### src/rtl/skid_pkg.sv
// Shared types and constants for the two-entry skid buffer stage.
package skid_pkg;

  // Occupancy of the stage: nothing, main only, or main plus skid.
  typedef enum logic [1:0] {
    EMPTY = 2'd0,
    BUSY  = 2'd1,
    FULL  = 2'd2
  } skid_state_t;

  // Maximum number of words the stage can hold at once.
  localparam int unsigned SKID_DEPTH = 2;

endpackage : skid_pkg

### src/rtl/register.sv
// Plain n-bit enabled register with synchronous active-high clear.
module register #(
  parameter int unsigned n = 32
) (
  input  logic         clk,
  input  logic         rst,
  input  logic         en,
  input  logic [n-1:0] d,
  output logic [n-1:0] q
);

  logic [n-1:0] q_q;
  logic [n-1:0] q_d;

  // Load new data only when enabled, otherwise hold.
  always_comb begin
    q_d = q_q;
    if (en) begin
      q_d = d;
    end
  end

  // Storage flop; clear has priority over load.
  always_ff @(posedge clk) begin
    if (rst) begin
      q_q <= '0;
    end else begin
      q_q <= q_d;
    end
  end

  assign q = q_q;

endmodule : register

### src/rtl/skid_register.sv
// Two-entry elastic pipeline stage. in_ready is decoded purely from the
// registered state so the producer never sees a combinational path from
// out_ready; the skid entry absorbs the one word that may arrive in the
// cycle the consumer stalls.
module skid_register
  import skid_pkg::*;
#(
  parameter int unsigned n = 32
) (
  input  logic         clk,
  input  logic         reset,
  input  logic         flush,
  input  logic         in_valid,
  output logic         in_ready,
  input  logic [n-1:0] in_data,
  output logic         out_valid,
  input  logic         out_ready,
  output logic [n-1:0] out_data
);

  skid_state_t  state_q;
  skid_state_t  state_d;
  logic         in_fire;
  logic         out_fire;
  logic         main_load;
  logic         main_from_skid;
  logic         skid_load;
  logic [n-1:0] main_in;
  logic [n-1:0] main_q;
  logic [n-1:0] skid_q;

  assign out_valid = (state_q != EMPTY);
  assign in_ready  = (state_q != FULL) && reset;
  assign in_fire   = in_valid && in_ready;
  assign out_fire  = out_valid && out_ready;
  assign out_data  = main_q;

  // Next-state and load decode; flush empties the stage and suppresses all loads.
  always_comb begin
    state_d        = state_q;
    main_load      = 1'b0;
    main_from_skid = 1'b0;
    skid_load      = 1'b0;
    if (flush) begin
      state_d = EMPTY;
    end else begin
      unique case (state_q)
        EMPTY: begin
          if (in_fire) begin
            state_d   = BUSY;
            main_load = 1'b1;
          end
        end
        BUSY: begin
          if (in_fire && out_fire) begin
            main_load = 1'b1;
          end else if (in_fire) begin
            state_d   = FULL;
            skid_load = 1'b1;
          end else if (out_fire) begin
            state_d = EMPTY;
          end
        end
        FULL: begin
          if (out_fire) begin
            state_d        = BUSY;
            main_load      = 1'b1;
            main_from_skid = 1'b1;
          end
        end
        default: begin
          state_d = EMPTY;
        end
      endcase
    end
  end

  // Main takes the skid word when draining from FULL, otherwise the producer word.
  always_comb begin
    main_in = in_data;
    if (main_from_skid) begin
      main_in = skid_q;
    end
  end

  // State register; reset dominates flush and normal transitions.
  always_ff @(posedge clk) begin
    if (!reset) begin
      state_q <= EMPTY;
    end else begin
      state_q <= state_d;
    end
  end

  register #(.n(n)) u_main (
    .clk (clk),
    .rst (!reset),
    .en  (main_load),
    .d   (main_in),
    .q   (main_q)
  );

  register #(.n(n)) u_skid (
    .clk (clk),
    .rst (!reset),
    .en  (skid_load),
    .d   (in_data),
    .q   (skid_q)
  );

endmodule : skid_register

### config.mk
export PLATFORM = sky130hd
export DESIGN_NAME = skid_register
export DESIGN_NICKNAME = d
export VERILOG_FILES = /design/src/rtl/skid_pkg.sv /design/src/rtl/register.sv /design/src/rtl/skid_register.sv
export SDC_FILE = /design/constraint.sdc
export NUM_CORES = 1
export LEC_CHECK = 0
export BUFFER_PORTS_ARGS = -buffer_cell sky130_fd_sc_hd__buf_2
export CELL_PAD_IN_SITES_DETAIL_PLACEMENT = 0
export CELL_PAD_IN_SITES_GLOBAL_PLACEMENT = 1
export CORE_ASPECT_RATIO = 1.4
export CORE_MARGIN = 2
export CORE_UTILIZATION = 36
export DETAILED_ROUTE_END_ITERATION = 12
export PLACE_DENSITY = 0.79
export REMOVE_ABC_BUFFERS = 1
export SETUP_SLACK_MARGIN = 0.3
export SLEW_MARGIN = 20
export SYNTH_ARGS = -nofsm -noshare
export SYNTH_HDL_FRONTEND = slang
export SYNTH_SLANG_ARGS = --single-unit
### constraint.sdc
create_clock -name clk -period 1.4 [get_ports clk]
set_input_delay 0.21 -clock clk [delete_from_list [all_inputs] [get_ports clk]]
set_output_delay 0.21 -clock clk [all_outputs]
set_load 0.01 [all_outputs]
# Word level (Yosys, flattened, before mapping)
# Cells that the tools add are included.
# totals
elab_cells	36
output_inout_bits	34
ff_bits	66
# op_classes
eq_ne	7
bitwise_logic	1
muxes	17
reduce_logical	8
# op_table
operator	n
$mux 32	1
$mux 2	5
$mux 1	9
$ne 2x2->1 const B	4
$pmux 2 s3	1
$logic_and 1x1->1	4
$reduce_and 4->1	1
$ne 3x3->1 const B	1
$pmux 1 s3	1
$eq 2x1->1 const B	1
$eq 2x2->1 const B	1
$logic_not 2->1	1
$reduce_bool 2->1	1
$reduce_or 2->1	1
$not 1->1	1

# Logic depth before layout (Yosys ltp)
# Gate-level depths: netlist of run 1.
# depth
depth_word	7
ltp_mapped	6
mapped_depth_nobuf	3

# Modules after synthesis
# Synthesis of run 1 repeated with hierarchy kept, for this count alone.
# unflattened
hier_cells	261
hier_area_um2	3039.2
# modules_own_cells
module	seq_area_each_um2	instances	area_each_um2	cells_each
register	640.6	2	1163.6	103
skid_register	40.0	1	711.9	55

# Least setup slack after synthesis of run 1
# OpenSTA, ideal clock, no wires.
# synth_path
kind	register -> register
startpoint	register state_q[0]
endpoint	register u_main.q_q[0], in the netlist u_main.q[0]
slack_ns	-0.056
stages_incl_launch_ff	6
setup_ns	0.087
t_arrival_ns	1.369
synth_period_minus_slack_ns	1.456
n_path_buf	2
t_required_ns	1.313
path_cell_list	dfxtp_1 and4bb_1 buf_2 a41o_1 buf_6 a221oi_2
# synth_via
elab_chain_len	7
# synth_lines
element	line_no	rtl
start: declaration	skid_register.sv:21	skid_state_t state_q;
start signal: assignment	skid_register.sv:91	state_q <= state_d;
$ne 2x2->1	skid_register.sv:33	assign in_ready = (state_q != FULL) && reset;
$logic_and 1x1->1	skid_register.sv:33	
$logic_and 1x1->1	skid_register.sv:34	assign in_fire = in_valid && in_ready;
$logic_and 1x1->1	skid_register.sv:55	if (in_fire && out_fire) begin
$mux 1	skid_register.sv:55	
$pmux 1 s3	skid_register.sv:47	unique case (state_q)
$mux 1	skid_register.sv:44	if (flush) begin
end signal: assignment	register.sv:28	q_q <= q_d;
end: declaration	register.sv:12	logic [n-1:0] q_q;
# Parallel ways exist; a longest one is shown, timed or not.
# A chain may end at the register's enable or synchronous reset.

# Worst setup path after layout of run 1
# layout_path
startpoint	register state_q[0]
endpoint	register u_main.q_q[6], in the netlist u_main.q[6]
# The elaborated chain is that of the path after synthesis.

==> report_table.html, run 1 <==
<table>
<tr><th>Metric</th><th>Value</th></tr>
<tr><th colspan="2">Logic synthesis</th></tr>
<tr><td>Flip-flop cell with the highest count after synthesis</td><td>dfxtp_1</td></tr>
<tr><td>Number of enable-type register cells in the synthesized netlist</td><td>0</td></tr>
<tr><td>Flop and latch count out of synthesis</td><td>66</td></tr>
<tr><td>Syn avg cell area</td><td>9.595 um2</td></tr>
<tr><td>Main area contributors after synthesis</td><td>dfxtp_1, a221oi_2, mux2i_1</td></tr>
<tr><td>Most used standard cell by instance count after synthesis</td><td>dfxtp_1</td></tr>
<tr><td>Mapped Area</td><td>0.003042 mm2</td></tr>
<tr><td>Post-synth top area share</td><td>0.4344</td></tr>
<tr><td>Multiplexer area fraction after synthesis</td><td>0.1086</td></tr>
<tr><td>Most area-hungry cell type in the Yosys netlist</td><td>dfxtp_1</td></tr>
<tr><td>Synthesized-area fraction occupied by xor and xnor cells</td><td>0</td></tr>
<tr><td>Fraction of the mapped netlist area in adder cells</td><td>0</td></tr>
<tr><td>Yosys warns</td><td>0</td></tr>
<tr><td>Area fraction in compound gates after synthesis</td><td>0.2698</td></tr>
<tr><td>Post-Syn Instances</td><td>317</td></tr>
<tr><td>Cell variety after synth</td><td>28</td></tr>
<tr><td>Simple-gate portion of the synthesized area</td><td>0.1283</td></tr>
<tr><td>Sequential cell area fraction in the yosys report</td><td>0.4344</td></tr>
<tr><td>Asr flop ratio synth</td><td>0</td></tr>
<tr><td>Commonest cells in the netlist</td><td>dfxtp_1, a21oi_1, nor2_1, mux2i_1, nand3_1</td></tr>
<tr><td>Dominant combinational cell family by area after synthesis</td><td>compound AO/OA/AOI/OAI gates</td></tr>
<tr><th colspan="2">Final layout</th></tr>
<tr><td>Fraction of final layout cells with drive strength greater than 1</td><td>0.4010</td></tr>
<tr><td>N_diodes</td><td>0</td></tr>
<tr><td>Net total in the final layout</td><td>421</td></tr>
<tr><td>Final design utilization</td><td>0.4890</td></tr>
<tr><td>Layout area overhead</td><td>31.80%</td></tr>
<tr><th colspan="2">Hold path</th></tr>
<tr><td>Path type of the worst min-delay path</td><td>input port to flop</td></tr>
<tr><th colspan="2">Die</th></tr>
<tr><td>Die Outline Area</td><td>0.009211 mm2</td></tr>
<tr><td>Site Rows</td><td>39</td></tr>
<tr><td>Number of top-level pins</td><td>71</td></tr>
<tr><td>Die Wd</td><td>81.69 um</td></tr>
<tr><td>Vertical die dimension</td><td>112.8 um</td></tr>
<tr><td>Floorplan core area</td><td>0.008198 mm2</td></tr>
<tr><td>Starting density of the core</td><td>0.3710</td></tr>
<tr><th colspan="2">Global route</th></tr>
<tr><td>Total overflow reported by the global router</td><td>0</td></tr>
<tr><td>All-layer global routing usage</td><td>0.1861</td></tr>
<tr><td>Largest net degree at the start of global routing</td><td>47</td></tr>
<tr><td>Via count of the first global-routing pass</td><td>2665</td></tr>
<tr><td>Global-route wire length before repair</td><td>13190 um</td></tr>
<tr><td>Antenna violations before repair</td><td>0</td></tr>
<tr><th colspan="2">Setup path</th></tr>
<tr><td>Cell depth of the worst setup path</td><td>4</td></tr>
<tr><td>Crit path cell chain</td><td>and4bb_1, a41o_2, buf_12, a221oi_1</td></tr>
<tr><td>Maximum fanout encountered on the critical timing path</td><td>19</td></tr>
<tr><td>Signal arrival time at the worst endpoint</td><td>1.62 ns</td></tr>
<tr><td>Total buffers and inverters traversed by the critical path</td><td>1</td></tr>
<tr><td>Slowest cell on the critical path</td><td>dfxtp_2</td></tr>
<tr><td>Worst r2r path cells</td><td>4</td></tr>
<tr><td>Crit path required time</td><td>1.64 ns</td></tr>
<tr><td>Capture instance of the worst register-to-register path</td><td>u_main.q[6]</td></tr>
<tr><td>Crit-path leading delay family</td><td>compound AO/OA/AOI/OAI gates</td></tr>
<tr><td>Critical path capture point type</td><td>flop</td></tr>
<tr><td>Beginning of the critical path</td><td>state_q[0]</td></tr>
<tr><td>Setup slack of the most critical reg-to-reg path</td><td>0.02 ns</td></tr>
<tr><td>Critical path capture point</td><td>u_main.q[6]</td></tr>
<tr><td>Crit Reg-Reg Startpoint</td><td>state_q[0]</td></tr>
<tr><td>Maximum single-stage delay on the critical path</td><td>0.35 ns</td></tr>
<tr><td>Sort of element at the start of the critical path</td><td>flop</td></tr>
<tr><td>Critical path class</td><td>flop to flop</td></tr>
<tr><th colspan="2">Place</th></tr>
<tr><td>Buffers on Ports</td><td>70</td></tr>
<tr><td>Placer's final routability congestion estimate</td><td>0.7448</td></tr>
<tr><td>Half-perimeter wire length after placement</td><td>5130 um</td></tr>
<tr><th colspan="2">Power</th></tr>
<tr><td>Areal power density over the cells</td><td>1169 mW/mm2</td></tr>
<tr><td>Fraction of power consumed by combinational cells</td><td>0.106</td></tr>
<tr><td>Power spent charging and discharging nets</td><td>1.102 mW</td></tr>
<tr><td>Switching Share</td><td>0.2352</td></tr>
<tr><td>Pleak</td><td>1.715 nW</td></tr>
<tr><td>Internal power</td><td>3.585 mW</td></tr>
<tr><td>Reg power frac</td><td>0.420</td></tr>
<tr><td>Worst supply voltage drop on vdd</td><td>598.9 uV</td></tr>
<tr><td>Clock group share of total power</td><td>0.474</td></tr>
<tr><th colspan="2">CTS</th></tr>
<tr><td>TritonCTS Buffers</td><td>9</td></tr>
<tr><td>CTS tree</td><td>done</td></tr>
<tr><td>Sink Count</td><td>66</td></tr>
<tr><td>Clock insertion delay at the later pin of the skew report</td><td>0.33 ns</td></tr>
<tr><td>CTS Root Buffer Type</td><td>clkbuf_16</td></tr>
<tr><td>CTS max path bufs</td><td>2</td></tr>
<tr><td>Clock-pin slew reported for the worst setup and hold paths after clock tree synthesis</td><td>0.05 ns</td></tr>
<tr><td>Count of hold-fix buffers inserted at cts</td><td>0</td></tr>
<tr><td># H-tree levels</td><td>3</td></tr>
<tr><th colspan="2">Timing</th></tr>
<tr><td>Clock period minus worst slack</td><td>1.383 ns</td></tr>
<tr><td>Post-route clock period utilization</td><td>0.9880</td></tr>
<tr><td>Final setup violation count</td><td>0</td></tr>
<tr><td>Number of pins with negative max-slew slack in the final report</td><td>0</td></tr>
<tr><td>Slew @ Worst Pin</td><td>0.2826 ns</td></tr>
<tr><td>Fin Clk Skew</td><td>0.004047 ns</td></tr>
<tr><td>Achievable clock frequency</td><td>722.9 MHz</td></tr>
<tr><td>Max-slew headroom at the worst pin</td><td>0.8116</td></tr>
<tr><td>Setup total negative slack</td><td>0 ns</td></tr>
<tr><td>Setup repair after global routing missed its margin</td><td>yes</td></tr>
<tr><td>Hold Fails Final Rpt</td><td>0</td></tr>
<tr><th colspan="2">Route</th></tr>
<tr><td>Vias per std cell</td><td>5.644</td></tr>
<tr><td>DR iter-0 viols</td><td>221</td></tr>
<tr><td>Total via count after detailed routing</td><td>2771</td></tr>
<tr><td>Number of detailed-route iterations in the first pass</td><td>4</td></tr>
<tr><td>Post-route antenna net violation count</td><td>0</td></tr>
<tr><td>Average detailed-routed wire length per instance</td><td>17.12 um</td></tr>
<tr><td>Total Wirelength</td><td>8408 um</td></tr>
<tr><td>Post-route DRC</td><td>0</td></tr>
<tr><th colspan="2">Outcome</th></tr>
<tr><td>Result of the run</td><td>complete, no violations</td></tr>
<tr><th colspan="2">Job</th></tr>
<tr><td># Max-Cap Violations</td><td>0</td></tr>
</table>
## worst register-to-register path, delay by kind of cell, from the launching register on
kind | cells | cell delay, ns
buf+inv | 1 | 0.18
flops | 1 | 0.35
simple gates | 1 | 0.23
compound gates | 2 | 0.54
## placed cells by master, fill, tap and decap left out, types with 2 or more instances in the layout
cell type,n
buf_6,2
buf_4,13
nor2_1,34
buf_12,8
mux2i_1,33
clkbuf_16,9
o21ai_0,24
a21oi_1,25
nand2b_1,2
a221oi_1,2
dfxtp_2,2
nand3_1,31
clkbuf_8,5
buf_2,69
a221oi_2,30
a21oi_2,10
o21ai_1,8
dfxtp_1,64
## worst min-delay path by stage
| stage | startpoint | to | slack (ns) | cells after the start |
|---|---|---|---|---|
| floorplan | out_ready | state_q[1] | 0.29 | 1 |
| global placement | u_skid.q[19] | u_skid.q[19] | 0.46 | 2 |
| detailed placement | u_skid.q[0] | u_skid.q[0] | 0.47 | 2 |
| CTS | in_data[9] | u_skid.q[9] | 0.14 | 3 |
| global route | in_data[0] | u_skid.q[0] | 0.15 | 3 |
| finish | in_data[24] | u_skid.q[24] | 0.14 | 3 |
## state kept, by name (all words and copies together), names as in the netlist
name	count
u_main.q	32
u_skid.q	32
state_q	2
## per-stage QoR
stage,hold WS (ns),cells,power (mW),setup slack [ns],cell area (um2)
after floorplan,0.2893,281,2.251,-1.780,2870
after global placement,0.4588,473,2.489,0.02015,3633
after detailed placement,0.4667,473,2.495,-0.03228,3633
after CTS,0.1410,491,4.711,0.01999,3970
after global routing,0.1545,491,4.844,-0.04978,4009
final,0.1443,491,4.687,0.01676,4009
## area by class of cell
| type | count | area, um2 |
|---|---|---|
| flip-flops and latches | 66 | 1324 |
| multi-input cells | 213 | 1622 |
| clock buffers | 15 | 297.8 |
| inverters | 2 | 7.507 |
| clock inverters | 1 | 5.005 |
| repair buffers | 92 | 625.6 |
| fillers | 779 | 4189 |
| well taps | 102 | 127.6 |
## power groups by stage
stage	registers, mW	logic (mW)	clock network (mW)
2_1_floorplan	2.03	0.223	0
4_1_cts	1.97	0.494	2.25
3_3_place_gp	2.01	0.482	0
3_5_place_dp	2.01	0.487	0
6_report	1.97	0.498	2.22
5_1_grt	1.97	0.535	2.34
## what timing repair did
| action | 4_1_cts | 5_1_grt |
|---|---|---|
| setup buffers | 2 | 0 |
| pin swaps | 2 | 1 |
| setup endpoints to repair | 67 | 68 |
| cloned | 0 | 0 |
| resized for setup | 6 | 11 |
## kinds of logic (layout without fill, tap and decap cells)
group / count (synthesis) / after routing
AOI/OAI and AO/OA: 101 / 101
buffers and inverters: 38 / 110
muxes: 33 / 33
and+or+nand+nor: 79 / 79
DFF: 66 / 66
## per-layer routing
layer  track usage  share of wire  wire length [um]
met3       0.03349          0.041               343
met4       0.08333          0.022               183
met5             0              0                 0
met2        0.3044           0.49              4153
met1        0.2359           0.44              3727
No activity file was read; power rests on OpenSTA's default activity.
==> run 2: changes to the inputs <==
- BUFFER_PORTS_ARGS: -buffer_cell sky130_fd_sc_hd__buf_2 -> default
- CORE_UTILIZATION: 36 -> 43
- DONT_BUFFER_PORTS: default -> 1
==> report_table.html, run 2 (same netlist as run 1, synthesis figures left out) <==
<table>
<tr><th>Metric</th><th>Value</th></tr>
<tr><th colspan="2">Timing</th></tr>
<tr><td>Final Hold Slack</td><td>0.01853 ns (-0.1258 ns)</td></tr>
<tr><td>Achievable clock frequency</td><td>707.3 MHz (-2.2%)</td></tr>
<tr><td>Worst-case setup margin in the final layout</td><td>-0.01379 ns (-0.03055 ns)</td></tr>
<tr><td>Post-route clock period utilization</td><td>1.010 (+0.02182)</td></tr>
<tr><td>Max-slew headroom at the worst pin</td><td>0.7056 (-0.1060)</td></tr>
<tr><td>Clock period minus worst slack</td><td>1.414 ns (+0.03055 ns)</td></tr>
<tr><td>Final setup violation count</td><td>1 (+1)</td></tr>
<tr><td>Slew @ Worst Pin</td><td>0.4409 ns (+0.1583 ns)</td></tr>
<tr><td>Setup total negative slack</td><td>-0.01379 ns (-0.01379 ns)</td></tr>
<tr><td>Fin Clk Skew</td><td>0.004356 ns (+0.0003087 ns)</td></tr>
<tr><td>Setup repair after global routing missed its margin</td><td>yes</td></tr>
<tr><td>Number of pins with negative max-slew slack in the final report</td><td>0 (unchanged)</td></tr>
<tr><td>Hold Fails Final Rpt</td><td>0 (unchanged)</td></tr>
<tr><th colspan="2">CTS</th></tr>
<tr><td>CTS Root Buffer Type</td><td>clkbuf_8</td></tr>
<tr><td>TritonCTS Buffers</td><td>9 (unchanged)</td></tr>
<tr><td>CTS max path bufs</td><td>2 (unchanged)</td></tr>
<tr><td>Sink Count</td><td>66 (unchanged)</td></tr>
<tr><td>Clock insertion delay at the later pin of the skew report</td><td>0.34 ns (about the same)</td></tr>
<tr><td>Clock-pin slew reported for the worst setup and hold paths after clock tree synthesis</td><td>0.07 ns (+0.02 ns)</td></tr>
<tr><td># H-tree levels</td><td>3 (unchanged)</td></tr>
<tr><td>CTS tree</td><td>done</td></tr>
<tr><th colspan="2">Route</th></tr>
<tr><td>Vias per std cell</td><td>5.761 (+2.1%)</td></tr>
<tr><td>Post-route antenna net violation count</td><td>0 (unchanged)</td></tr>
<tr><td>Post-route DRC</td><td>0 (unchanged)</td></tr>
<tr><td>Average detailed-routed wire length per instance</td><td>18.63 um (+8.8%)</td></tr>
<tr><td>Total via count after detailed routing</td><td>2552 (-7.9%)</td></tr>
<tr><td>DR iter-0 viols</td><td>173 (-22%)</td></tr>
<tr><td>Number of detailed-route iterations in the first pass</td><td>4 (unchanged)</td></tr>
<tr><td>Total Wirelength</td><td>8254 um (-1.8%)</td></tr>
<tr><th colspan="2">Setup path</th></tr>
<tr><td>Signal arrival time at the worst endpoint</td><td>1.66 ns (+0.04 ns)</td></tr>
<tr><td>Critical path capture point</td><td>u_main.q[6]</td></tr>
<tr><td>Critical path class</td><td>flop to flop</td></tr>
<tr><td>Critical path capture point type</td><td>flop</td></tr>
<tr><td>Crit path required time</td><td>1.65 ns (about the same)</td></tr>
<tr><td>Maximum fanout encountered on the critical timing path</td><td>12 (-7)</td></tr>
<tr><td>Worst r2r path cells</td><td>4 (unchanged)</td></tr>
<tr><td>Sort of element at the start of the critical path</td><td>flop</td></tr>
<tr><td>Setup slack of the most critical reg-to-reg path</td><td>-0.01 ns (-0.03 ns)</td></tr>
<tr><td>Beginning of the critical path</td><td>state_q[0]</td></tr>
<tr><td>Capture instance of the worst register-to-register path</td><td>u_main.q[6]</td></tr>
<tr><td>Crit Reg-Reg Startpoint</td><td>state_q[0]</td></tr>
<tr><th colspan="2">Global route</th></tr>
<tr><td>Total overflow reported by the global router</td><td>0 (unchanged)</td></tr>
<tr><td>Largest net degree at the start of global routing</td><td>34 (-28%)</td></tr>
<tr><td>Via count of the first global-routing pass</td><td>2659 (-0.23%)</td></tr>
<tr><td>Global-route wire length before repair</td><td>13340 um (+1.2%)</td></tr>
<tr><td>Antenna violations before repair</td><td>0 (unchanged)</td></tr>
<tr><td>All-layer global routing usage</td><td>0.2225 (+0.03645)</td></tr>
<tr><th colspan="2">Hold path</th></tr>
<tr><td>Path type of the worst min-delay path</td><td>input port to flop</td></tr>
<tr><th colspan="2">Place</th></tr>
<tr><td>Placed Instances</td><td>397 (-16%)</td></tr>
<tr><td>Placer's final routability congestion estimate</td><td>0.8391 (+13%)</td></tr>
<tr><td>Buffers on Ports</td><td>0 (-100%)</td></tr>
<tr><td>Half-perimeter wire length after placement</td><td>4791 um (-6.6%)</td></tr>
<tr><th colspan="2">Final layout</th></tr>
<tr><td>Net total in the final layout</td><td>380 (-9.7%)</td></tr>
<tr><td>N_diodes</td><td>0 (unchanged)</td></tr>
<tr><td>Final design utilization</td><td>0.5724 (+0.08343)</td></tr>
<tr><td>Post-route insts no fill</td><td>443 (-9.8%)</td></tr>
<tr><td>Fraction of final layout cells with drive strength greater than 1</td><td>0.2644 (-0.1367)</td></tr>
<tr><td>Most frequent standard cell in the layout excluding fill and tap cells</td><td>dfxtp_1</td></tr>
<tr><td>Layout area overhead</td><td>29.70%</td></tr>
<tr><td>Commonest cells after routing, fill and taps aside</td><td>dfxtp_1, nor2_1, mux2i_1, nand3_1, a221oi_2</td></tr>
<tr><th colspan="2">Power</th></tr>
<tr><td>Pleak</td><td>1.498 nW (-13%)</td></tr>
<tr><td>Areal power density over the cells</td><td>1029 mW/mm2 (-12%)</td></tr>
<tr><td>Sum of internal, switching and leakage power</td><td>4.061 mW (-13%)</td></tr>
<tr><td>Worst supply voltage drop on vdd</td><td>658.9 uV (+10%)</td></tr>
<tr><th colspan="2">Job</th></tr>
<tr><td># Max-Cap Violations</td><td>0 (unchanged)</td></tr>
<tr><th colspan="2">Outcome</th></tr>
<tr><td>Failing checks</td><td>negative setup slack</td></tr>
<tr><td>Result of the run</td><td>finished with violations</td></tr>
<tr><th colspan="2">Die</th></tr>
<tr><td>Die Wd</td><td>75.08 um (-8.1%)</td></tr>
<tr><td>Die Outline Area</td><td>0.007772 mm2 (-16%)</td></tr>
<tr><td>Starting density of the core</td><td>0.4414 (+0.07033)</td></tr>
<tr><td>Site Rows</td><td>36 (-7.7%)</td></tr>
<tr><td>Vertical die dimension</td><td>103.5 um (-8.2%)</td></tr>
<tr><td>Number of top-level pins</td><td>71 (unchanged)</td></tr>
<tr><td>Floorplan core area</td><td>0.006892 mm2 (-16%)</td></tr>
</table>
==> run 2: changes by cell type in the layout (fill, tap and decap cells not counted), sizes merged <==
cell         delta
buf            -66
clkinv          +2
dlygate4sd3    +25
clkbuf          -4
bufinv          +1
clkinvlp        +1
==> run 2: power breakdown <==
group / switching, mW / leakage, nW / internal (mW) / total, mW
combinational: 0.226 / 0.857 / 0.208 / 0.434
sequential: 0.0614 / 0.537 / 1.93 / 2.00
clock: 0.722 / 0.105 / 0.910 / 1.63
total: 1.01 / 1.50 / 3.05 / 4.06
==> run 2: stage by stage <==
step	setup WS (ns)	instance area, um2
after CTS	0.01707	3864
after global placement	-0.0001270	3294
after floorplan	-1.780	2870
after global routing	-0.05377	3945
final	-0.01379	3945
after detailed placement	-0.06075	3294
==> run 2: layer usage <==
layer | GRT usage | wire length (um) | up-vias
met4 | 0.09949 | 191 | 0
li1 | - | - | 1232
met3 | 0.06128 | 438 | 14
met5 | 0 | 0 | -
met2 | 0.3440 | 4255 | 77
met1 | 0.2832 | 3368 | 1229
==> run 2: worst min-delay path by stage <==
stage	endpoint	from	depth (start not counted)
floorplan	state_q[1]	out_ready	1
CTS	u_skid.q[5]	in_data[5]	2
detailed placement	state_q[1]	out_ready	1
global route	u_skid.q[16]	in_data[16]	2
global placement	state_q[1]	out_ready	1
finish	u_skid.q[22]	in_data[22]	2
==> run 2: final cells by class <==
cell class,count,area (um2)
multi-input combinational,213,1667
inverter,2,7.507
fill,606,2947
timing repair buffer,51,624.3
clock buffer,11,151.4
sequential,66,1324
tap,95,118.9
clock inverter,5,52.55
==> run 2: repair_timing <==
action | in CTS | in global routing
pin swaps | 3 | 2
hold endpoints to repair | 24 | 1
cloned | 2 | 0
gates resized for setup | 14 | 15
hold buffers | 24 | 1
endpoints found under the setup margin | 68 | 68
setup buffers | 3 | 0
==> run 2: worst max-delay path, stage by stage, from the launching register on <==
cell,delay (ns)
dfxtp_2,0.35
and4bb_2,0.26
a41o_4,0.29
buf_12,0.17
a221oi_4,0.26
